==> config.mk <==
export PLATFORM = sky130hd
export DESIGN_NAME = adder_vec_writer
export DESIGN_NICKNAME = d
export VERILOG_FILES = /design/src/rtl/adder_vec_pkg.sv /design/src/rtl/adder_vec_writer_lfsr8.sv /design/src/rtl/adder_vec_writer.sv
export SDC_FILE = /design/constraint.sdc
export NUM_CORES = 1
export LEC_CHECK = 0
export ABC_AREA = 1
export CAP_MARGIN = 10
export CORE_AREA = 2 2 77 79
export CTS_CLUSTER_SIZE = 24
export DETAILED_ROUTE_END_ITERATION = 10
export DIE_AREA = 0 0 79 81
export HOLD_SLACK_MARGIN = 0.06
export PLACE_DENSITY = 0.78
export SLEW_MARGIN = 20
export SYNTH_ARGS = -nofsm -noshare
export SYNTH_HDL_FRONTEND = slang
export SYNTH_SLANG_ARGS = --single-unit
export TNS_END_PERCENT = 5
==> constraint.sdc <==
create_clock -name clk -period 2.8 [get_ports clk]
set_clock_uncertainty 0.15 [all_clocks]
set_input_delay 0.84 -clock clk [delete_from_list [all_inputs] [get_ports clk]]
set_output_delay 0.84 -clock clk [all_outputs]
set_load 0.01 [all_outputs]
==> src/rtl/adder_vec_pkg.sv <==
// -----------------------------------------------------------------------------
// adder_vec_pkg
// Shared types and constants for the adder_sub stimulus writer:
//   - FSM state encoding
//   - output word-select codes
//   - default stream word width and operand width
//   - 8-bit Fibonacci LFSR tap mask and step function
//   - expected-result arithmetic (add / subtract, 9-bit result)
// -----------------------------------------------------------------------------
package adder_vec_pkg;

    localparam int DATA_W_DEF = 8;
    localparam int WORD_W_DEF = 17;

    // Taps b7, b5, b4, b3 of the shift-left Fibonacci LFSR.
    localparam logic [7:0] LFSR_TAPS = 8'b1011_1000;

    typedef enum logic [2:0] {
        ST_IDLE     = 3'd0,
        ST_SEND_A   = 3'd1,
        ST_SEND_B   = 3'd2,
        ST_SEND_EXP = 3'd3,
        ST_DONE     = 3'd4
    } state_e;

    typedef enum logic [1:0] {
        SEL_ZERO = 2'd0,
        SEL_A    = 2'd1,
        SEL_B    = 2'd2,
        SEL_EXP  = 2'd3
    } word_sel_e;

    // One LFSR step: shift left, feedback is the XOR of the tapped bits.
    function automatic logic [7:0] lfsr8_next(input logic [7:0] q);
        return {q[6:0], ^(q & LFSR_TAPS)};
    endfunction

    // Expected adder_sub result. In subtract mode bit 8 is the carry out of
    // A + ~B + 1, i.e. 1 when no borrow occurred.
    function automatic logic [8:0] exp_calc(input logic [7:0] a,
                                            input logic [7:0] b,
                                            input logic       sub);
        logic [8:0] res;
        if (sub) begin
            res = {1'b0, a} + {1'b0, ~b} + 9'd1;
        end else begin
            res = {1'b0, a} + {1'b0, b};
        end
        return res;
    endfunction

endpackage

==> src/rtl/adder_vec_writer_lfsr8.sv <==
// -----------------------------------------------------------------------------
// lfsr8
// 8-bit Fibonacci LFSR (shift left, taps b7^b5^b4^b3) used as the B operand
// source. Load has priority over step; otherwise the value holds.
// Ports:
//   clk      in   clock, rising edge
//   reset_n  in   asynchronous active-low reset, q <= RESET_VAL
//   load     in   q <= seed
//   seed     in   [7:0] value loaded on load
//   step     in   advance one LFSR step
//   q        out  [7:0] current LFSR value (registered)
// A non-zero seed/RESET_VAL keeps the sequence away from the all-zero lock-up.
// -----------------------------------------------------------------------------
module lfsr8
    import adder_vec_pkg::*;
#(
    parameter logic [7:0] RESET_VAL = 8'hA5
) (
    input  logic       clk,
    input  logic       reset_n,
    input  logic       load,
    input  logic [7:0] seed,
    input  logic       step,
    output logic [7:0] q
);

    logic [7:0] r_q;

    // LFSR state register: load, step or hold.
    always_ff @(posedge clk or negedge reset_n) begin
        if (!reset_n) begin
            r_q <= RESET_VAL;
        end else if (load) begin
            r_q <= seed;
        end else if (step) begin
            r_q <= lfsr8_next(r_q);
        end else begin
            r_q <= r_q;
        end
    end

    assign q = r_q;

endmodule

==> src/rtl/adder_vec_writer.sv <==
// -----------------------------------------------------------------------------
// adder_vec_writer
// Generates NUM_VECS adder_sub test vectors per run and streams each one as
// three zero-extended WORD_W words on a valid/ready interface: A, B, EXP.
// A counts up from 0 (wrapping), B comes from an 8-bit LFSR seeded with SEED,
// EXP is the 9-bit add or subtract result for the mode latched at start.
// Ports:
//   clk         in   clock, rising edge
//   reset_n     in   asynchronous active-low reset
//   start       in   single-cycle run request, ignored while busy
//   sub_mode    in   0 = add, 1 = subtract; sampled on an accepted start
//   word_out    out  [WORD_W-1:0] current stream word
//   word_valid  out  word_out is valid
//   word_ready  in   sink accepts the word
//   busy        out  a run is in progress
//   done        out  run completed; held until next accepted start or reset
//   vec_count   out  vectors fully transferred in the current run
// All outputs are registers or decodes of registered state only; nothing
// depends combinationally on word_ready or start.
// -----------------------------------------------------------------------------
module adder_vec_writer
    import adder_vec_pkg::*;
#(
    parameter int         DATA_W   = DATA_W_DEF,
    parameter int         WORD_W   = WORD_W_DEF,
    parameter int         NUM_VECS = 324,
    parameter logic [7:0] SEED     = 8'hA5,
    localparam int        CNT_W    = $clog2(NUM_VECS + 1)
) (
    input  logic              clk,
    input  logic              reset_n,
    input  logic              start,
    input  logic              sub_mode,
    output logic [WORD_W-1:0] word_out,
    output logic              word_valid,
    input  logic              word_ready,
    output logic              busy,
    output logic              done,
    output logic [CNT_W-1:0]  vec_count
);

    state_e              r_state;
    state_e              w_state_next;
    logic [DATA_W-1:0]   r_a;
    logic                r_sub;
    logic [CNT_W-1:0]    r_vec_count;
    logic [DATA_W-1:0]   w_b;
    logic [DATA_W:0]     w_exp;
    word_sel_e           w_sel;
    logic                w_valid;
    logic                w_busy;
    logic                w_done;
    logic                w_xfer;
    logic                w_accept;
    logic                w_last;
    logic                w_exp_xfer;
    logic                w_lfsr_step;
    logic [WORD_W-1:0]   w_word;

    assign w_xfer      = w_valid & word_ready;
    assign w_accept    = start & ~w_busy;
    assign w_last      = (r_vec_count == CNT_W'(NUM_VECS - 1));
    assign w_exp_xfer  = w_xfer & (r_state == ST_SEND_EXP);
    assign w_lfsr_step = w_exp_xfer & ~w_last;
    assign w_exp       = exp_calc(r_a, w_b, r_sub);

    // B operand source; reloaded with SEED on every accepted start.
    lfsr8 #(
        .RESET_VAL (SEED)
    ) u_lfsr_b (
        .clk     (clk),
        .reset_n (reset_n),
        .load    (w_accept),
        .seed    (SEED),
        .step    (w_lfsr_step),
        .q       (w_b)
    );

    // FSM state register.
    always_ff @(posedge clk or negedge reset_n) begin
        if (!reset_n) begin
            r_state <= ST_IDLE;
        end else begin
            r_state <= w_state_next;
        end
    end

    // FSM next-state logic; each SEND state advances only on a transfer.
    always_comb begin
        w_state_next = r_state;
        case (r_state)
            ST_IDLE, ST_DONE: begin
                if (start) begin
                    w_state_next = ST_SEND_A;
                end else begin
                    w_state_next = r_state;
                end
            end
            ST_SEND_A: begin
                if (w_xfer) begin
                    w_state_next = ST_SEND_B;
                end else begin
                    w_state_next = ST_SEND_A;
                end
            end
            ST_SEND_B: begin
                if (w_xfer) begin
                    w_state_next = ST_SEND_EXP;
                end else begin
                    w_state_next = ST_SEND_B;
                end
            end
            ST_SEND_EXP: begin
                if (w_xfer && w_last) begin
                    w_state_next = ST_DONE;
                end else if (w_xfer) begin
                    w_state_next = ST_SEND_A;
                end else begin
                    w_state_next = ST_SEND_EXP;
                end
            end
            default: begin
                w_state_next = ST_IDLE;
            end
        endcase
    end

    // FSM output decode: stream control and word select from state only.
    always_comb begin
        w_sel   = SEL_ZERO;
        w_valid = 1'b0;
        w_busy  = 1'b0;
        w_done  = 1'b0;
        case (r_state)
            ST_SEND_A: begin
                w_sel   = SEL_A;
                w_valid = 1'b1;
                w_busy  = 1'b1;
            end
            ST_SEND_B: begin
                w_sel   = SEL_B;
                w_valid = 1'b1;
                w_busy  = 1'b1;
            end
            ST_SEND_EXP: begin
                w_sel   = SEL_EXP;
                w_valid = 1'b1;
                w_busy  = 1'b1;
            end
            ST_DONE: begin
                w_done = 1'b1;
            end
            ST_IDLE: begin
                w_sel = SEL_ZERO;
            end
            default: begin
                w_sel = SEL_ZERO;
            end
        endcase
    end

    // Operand A counter and latched mode; A wraps naturally at DATA_W bits.
    always_ff @(posedge clk or negedge reset_n) begin
        if (!reset_n) begin
            r_a   <= '0;
            r_sub <= 1'b0;
        end else if (w_accept) begin
            r_a   <= '0;
            r_sub <= sub_mode;
        end else if (w_lfsr_step) begin
            r_a   <= r_a + DATA_W'(1);
            r_sub <= r_sub;
        end else begin
            r_a   <= r_a;
            r_sub <= r_sub;
        end
    end

    // Completed-vector counter, bumped on each EXP transfer.
    always_ff @(posedge clk or negedge reset_n) begin
        if (!reset_n) begin
            r_vec_count <= '0;
        end else if (w_accept) begin
            r_vec_count <= '0;
        end else if (w_exp_xfer) begin
            r_vec_count <= r_vec_count + CNT_W'(1);
        end else begin
            r_vec_count <= r_vec_count;
        end
    end

    // Word mux; idle and done present zero.
    always_comb begin
        w_word = '0;
        case (w_sel)
            SEL_A:    w_word = {{(WORD_W - DATA_W){1'b0}}, r_a};
            SEL_B:    w_word = {{(WORD_W - DATA_W){1'b0}}, w_b};
            SEL_EXP:  w_word = {{(WORD_W - DATA_W - 1){1'b0}}, w_exp};
            SEL_ZERO: w_word = '0;
            default:  w_word = '0;
        endcase
    end

    assign word_out   = w_word;
    assign word_valid = w_valid;
    assign busy       = w_busy;
    assign done       = w_done;
    assign vec_count  = r_vec_count;

endmodule

==> results_dict.tcl <==
set metrics [dict create \
    rsz0062_at_grt "true" \
    p_sw_w 0.00158 \
    totalWireLength_mm 6.88 \
    critPathMaxStageDelay_ns 0.39 \
    worstPathMaxFanout 3 \
    clock_tree.buffer_depth 2 \
    synth_compound_area_share_pct 10.4 \
    finalSetupTns_ns -1.52 \
    synthAdderAreaFrac_pct 10.6 \
    layout.nets 453 \
    gp_congestion 0.966 \
    firstDrtPassIters 7 \
    r2r_slack_ns 0.87 \
    path_class "reg2out" \
    dp_hpwl_mm 5.19 \
    htree_levels 2 \
    synth_top_family_by_area "simple AND/OR/NAND/NOR gates" \
    synth_edf_count 0 \
    post_drt_wl_per_cell_um 13.7 \
    power.clock.fraction_pct 13.0 \
    cts_hold_buf 0 \
    clock_latency_ns 0.28 \
    muxShareOfSynthArea_pct 0 \
    timing.rr.start "r_state[2]" \
    synth-simple-area-share_pct 34.2 \
    grt_pass1_wl_mm 11.2 \
    final_common_cell "nand2_1" \
    violations "setup timing" \
    cap_violations 0 \
    power.density_nw_per_um2 1030 \
    synthTopCellsByArea "dfrtp_1, nand2_1, ha_1" \
    p_int_w 0.00194 \
    cts_tree "yes" \
    drive_above_1_share_pct 31.2 \
    die_area_sq_um 6400 \
    via_per_inst 5.11 \
    reg2reg_to "u_lfsr_b.q[3]" \
    power_frac_seq_pct 19.4 \
    die_h_um 81 \
    hold_violations 0 \
    grt_use_total_pct 22.4 \
    ys_ff_latch 29 \
    path_cells "buf_4 > ha_4 > fa_2 > nand3_2 > nand2_2 > nand2_1 > o21ai_1 > nor2_1 > nor2_1 > nand2_1 > nand3_2 > buf_6" \
    critPathRequiredTime_ns 1.81 \
    num_antenna_cells 0 \
    clock.fmax_mhz 327 \
    area_growth_pct 35.9 \
    p_comb_share_pct 67.6 \
    drv_slew 0 \
    crit_path_start_kind "flop" \
    synth_top_area_share_pct 24.9 \
    synthDistinctLibCells 38 \
    period_share_pct 109 \
    core-area_sq_um 5680 \
    syn_avg_cell_area_sq_um 7.25 \
    grt_max_degree 30 \
    detail-route-antenna-nets 0 \
    cp_slowest_cell "dfrtp_1" \
    drc 0 \
    end_kind "output port" \
    start_util_pct 44.2 \
    synth_xor_area_share_pct 3.49 \
    period_minus_slack_ns 3.06 \
    clock-sinks 29 \
    hold_path_startpoint "u_lfsr_b.q[3]" \
    port_buffers 25 \
    hold_path.class "reg2reg" \
    cts_root_buffer "clkbuf_8" \
    clkTransAtPathRegs_ns 0.06 \
    met1_usage_pct 27.6 \
    fill_cells 506 \
    async_flop_share_pct 100 \
    vdd_drop_max_uv 385 \
    leakagePower_nw 1.74 \
    ys_seq_area_share_pct 29.1 \
    critPathTopFamily "simple AND/OR/NAND/NOR gates" \
    grt_overflow 0 \
    yosysWarnings 0 \
    grt_pass1_vias 2498 \
    antenna_found_initial 0 \
    fin_total_pwr_w 0.00352 \
    status "finished with violations" \
    fp-row-count 28 \
    whs_path_depth 2 \
    initialDrtViolationCount 127 \
    reg2regPathDepth 8 \
    cp_num_buf_inv 2 \
    yosysTopAreaCell "dfrtp_1" \
    hold_end "u_lfsr_b.q[4]" \
    final_cell_mix "nand2_1, buf_4, inv_1" \
    setup_viol 8 \
    cts_made_buffers 5 \
    ios 34 \
    finalWorstSetupSlack_ns -0.260 \
    grt-busiest-layer "met2" \
    synthCells 346 \
    worstPathArrival_ns 2.07 \
    synth_area_sq_um 2510 \
    use_met3_pct 3.67 \
    switching_share_pct 44.8 \
    synth_top_flop_cell "dfrtp_1" \
    met2_usage_pct 39.2 \
    num_vias 2574 \
    fp.dieW_um 79 \
]
registers in the layout (all words and copies together) (netlist names):
register and count:
u_lfsr_b.q 8, vec_count 9, r_a 8, r_state 3
r_sub 1
routing by layer:
layer	vias up	part of all wire, %
li1	1267	-
met1	1215	42
met2	76	51
met3	16	4.3
met4	0	2.3
met5	-	0
cell type report:
class / count / area, sq um / area share, %
Sequential cell: 29 / 732 / 21.5
Inverter: 52 / 198 / 5.80
Clock buffer: 7 / 86.3 / 2.53
Timing Repair Buffer: 81 / 639 / 18.7
Multi-Input combinational cell: 259 / 1630 / 47.8
Tap cell: 75 / 93.8 / 2.75
Clock inverter: 1 / 30.0 / 0.880
how the worst max path moves through the flow:
stage	startpoint	to	slack, ns	cells after the start
detailed placement	u_lfsr_b.q[2]	word_out[3]	-0.52	10
finish	r_a[0]	word_out[4]	-0.26	12
floorplan	u_lfsr_b.q[5]	word_out[6]	0.02	9
CTS	r_a[0]	word_out[8]	-0.25	10
global route	u_lfsr_b.q[3]	word_out[4]	-0.39	12
global placement	u_lfsr_b.q[2]	word_out[3]	-0.47	10
synthesized netlist by cell type (all sizes together) (2+ instances only):
master	n
xor2	7
nor2	27
ha	18
o211ai	3
nand3b	2
a21oi	19
nand2	103
nor3	8
buf	12
nand4	8
o221ai	2
dfrtp	25
a22oi	5
fa	2
dfstp	4
o22ai	2
xnor2	3
o21ai	13
nand3	24
inv	52
or2	3
timing repair:
action                                  CTS  global route
gates resized for setup                  54            20
endpoints found under the setup margin    9             8
setup buffers                             3             3
pin swaps                                 3             8
power groups by stage:
stage | Combinational [W] | Clock [W] | Sequential, W
floorplan | 0.00120 | 0 | 0.000693
global placement | 0.00213 | 0 | 0.000670
detailed placement | 0.00217 | 0 | 0.000677
CTS | 0.00224 | 0.000462 | 0.000672
global route | 0.00260 | 0.000482 | 0.000702
finish | 0.00238 | 0.000456 | 0.000683
per-stage QoR:
| stage | cell area [sq um] | cells | setup WS (ns) | util (%) | hold slack (ns) |
|---|---|---|---|---|---|
| 6_report | 3410 | 504 | -0.260 | 60.1 | 0.422 |
| 5_1_grt | 3410 | 504 | -0.385 | 60.1 | 0.449 |
| 4_1_cts | 3320 | 501 | -0.255 | 58.6 | 0.420 |
| 3_5_place_dp | 3150 | 490 | -0.521 | 55.5 | 0.412 |
| 3_3_place_gp | 3150 | 490 | -0.468 | 55.5 | 0.405 |
| 2_1_floorplan | 2540 | 353 | 0.0247 | - | 0.322 |
cell families (layout without fill, tap and decap cells):
logic type,after synthesis,in the layout
fa+ha+maj,20,20
flops,29,29
other cells,1,8
xor+xnor,10,10
compound gates,44,44
simple gates,177,177
buf+inv,65,141
tightest hold or removal path, stage by stage (launching register included):
cell     delay [ns]
dfrtp_1        0.37
inv_1          0.07
o21ai_0        0.08
Note: power is estimated with default switching activity, not from simulation.
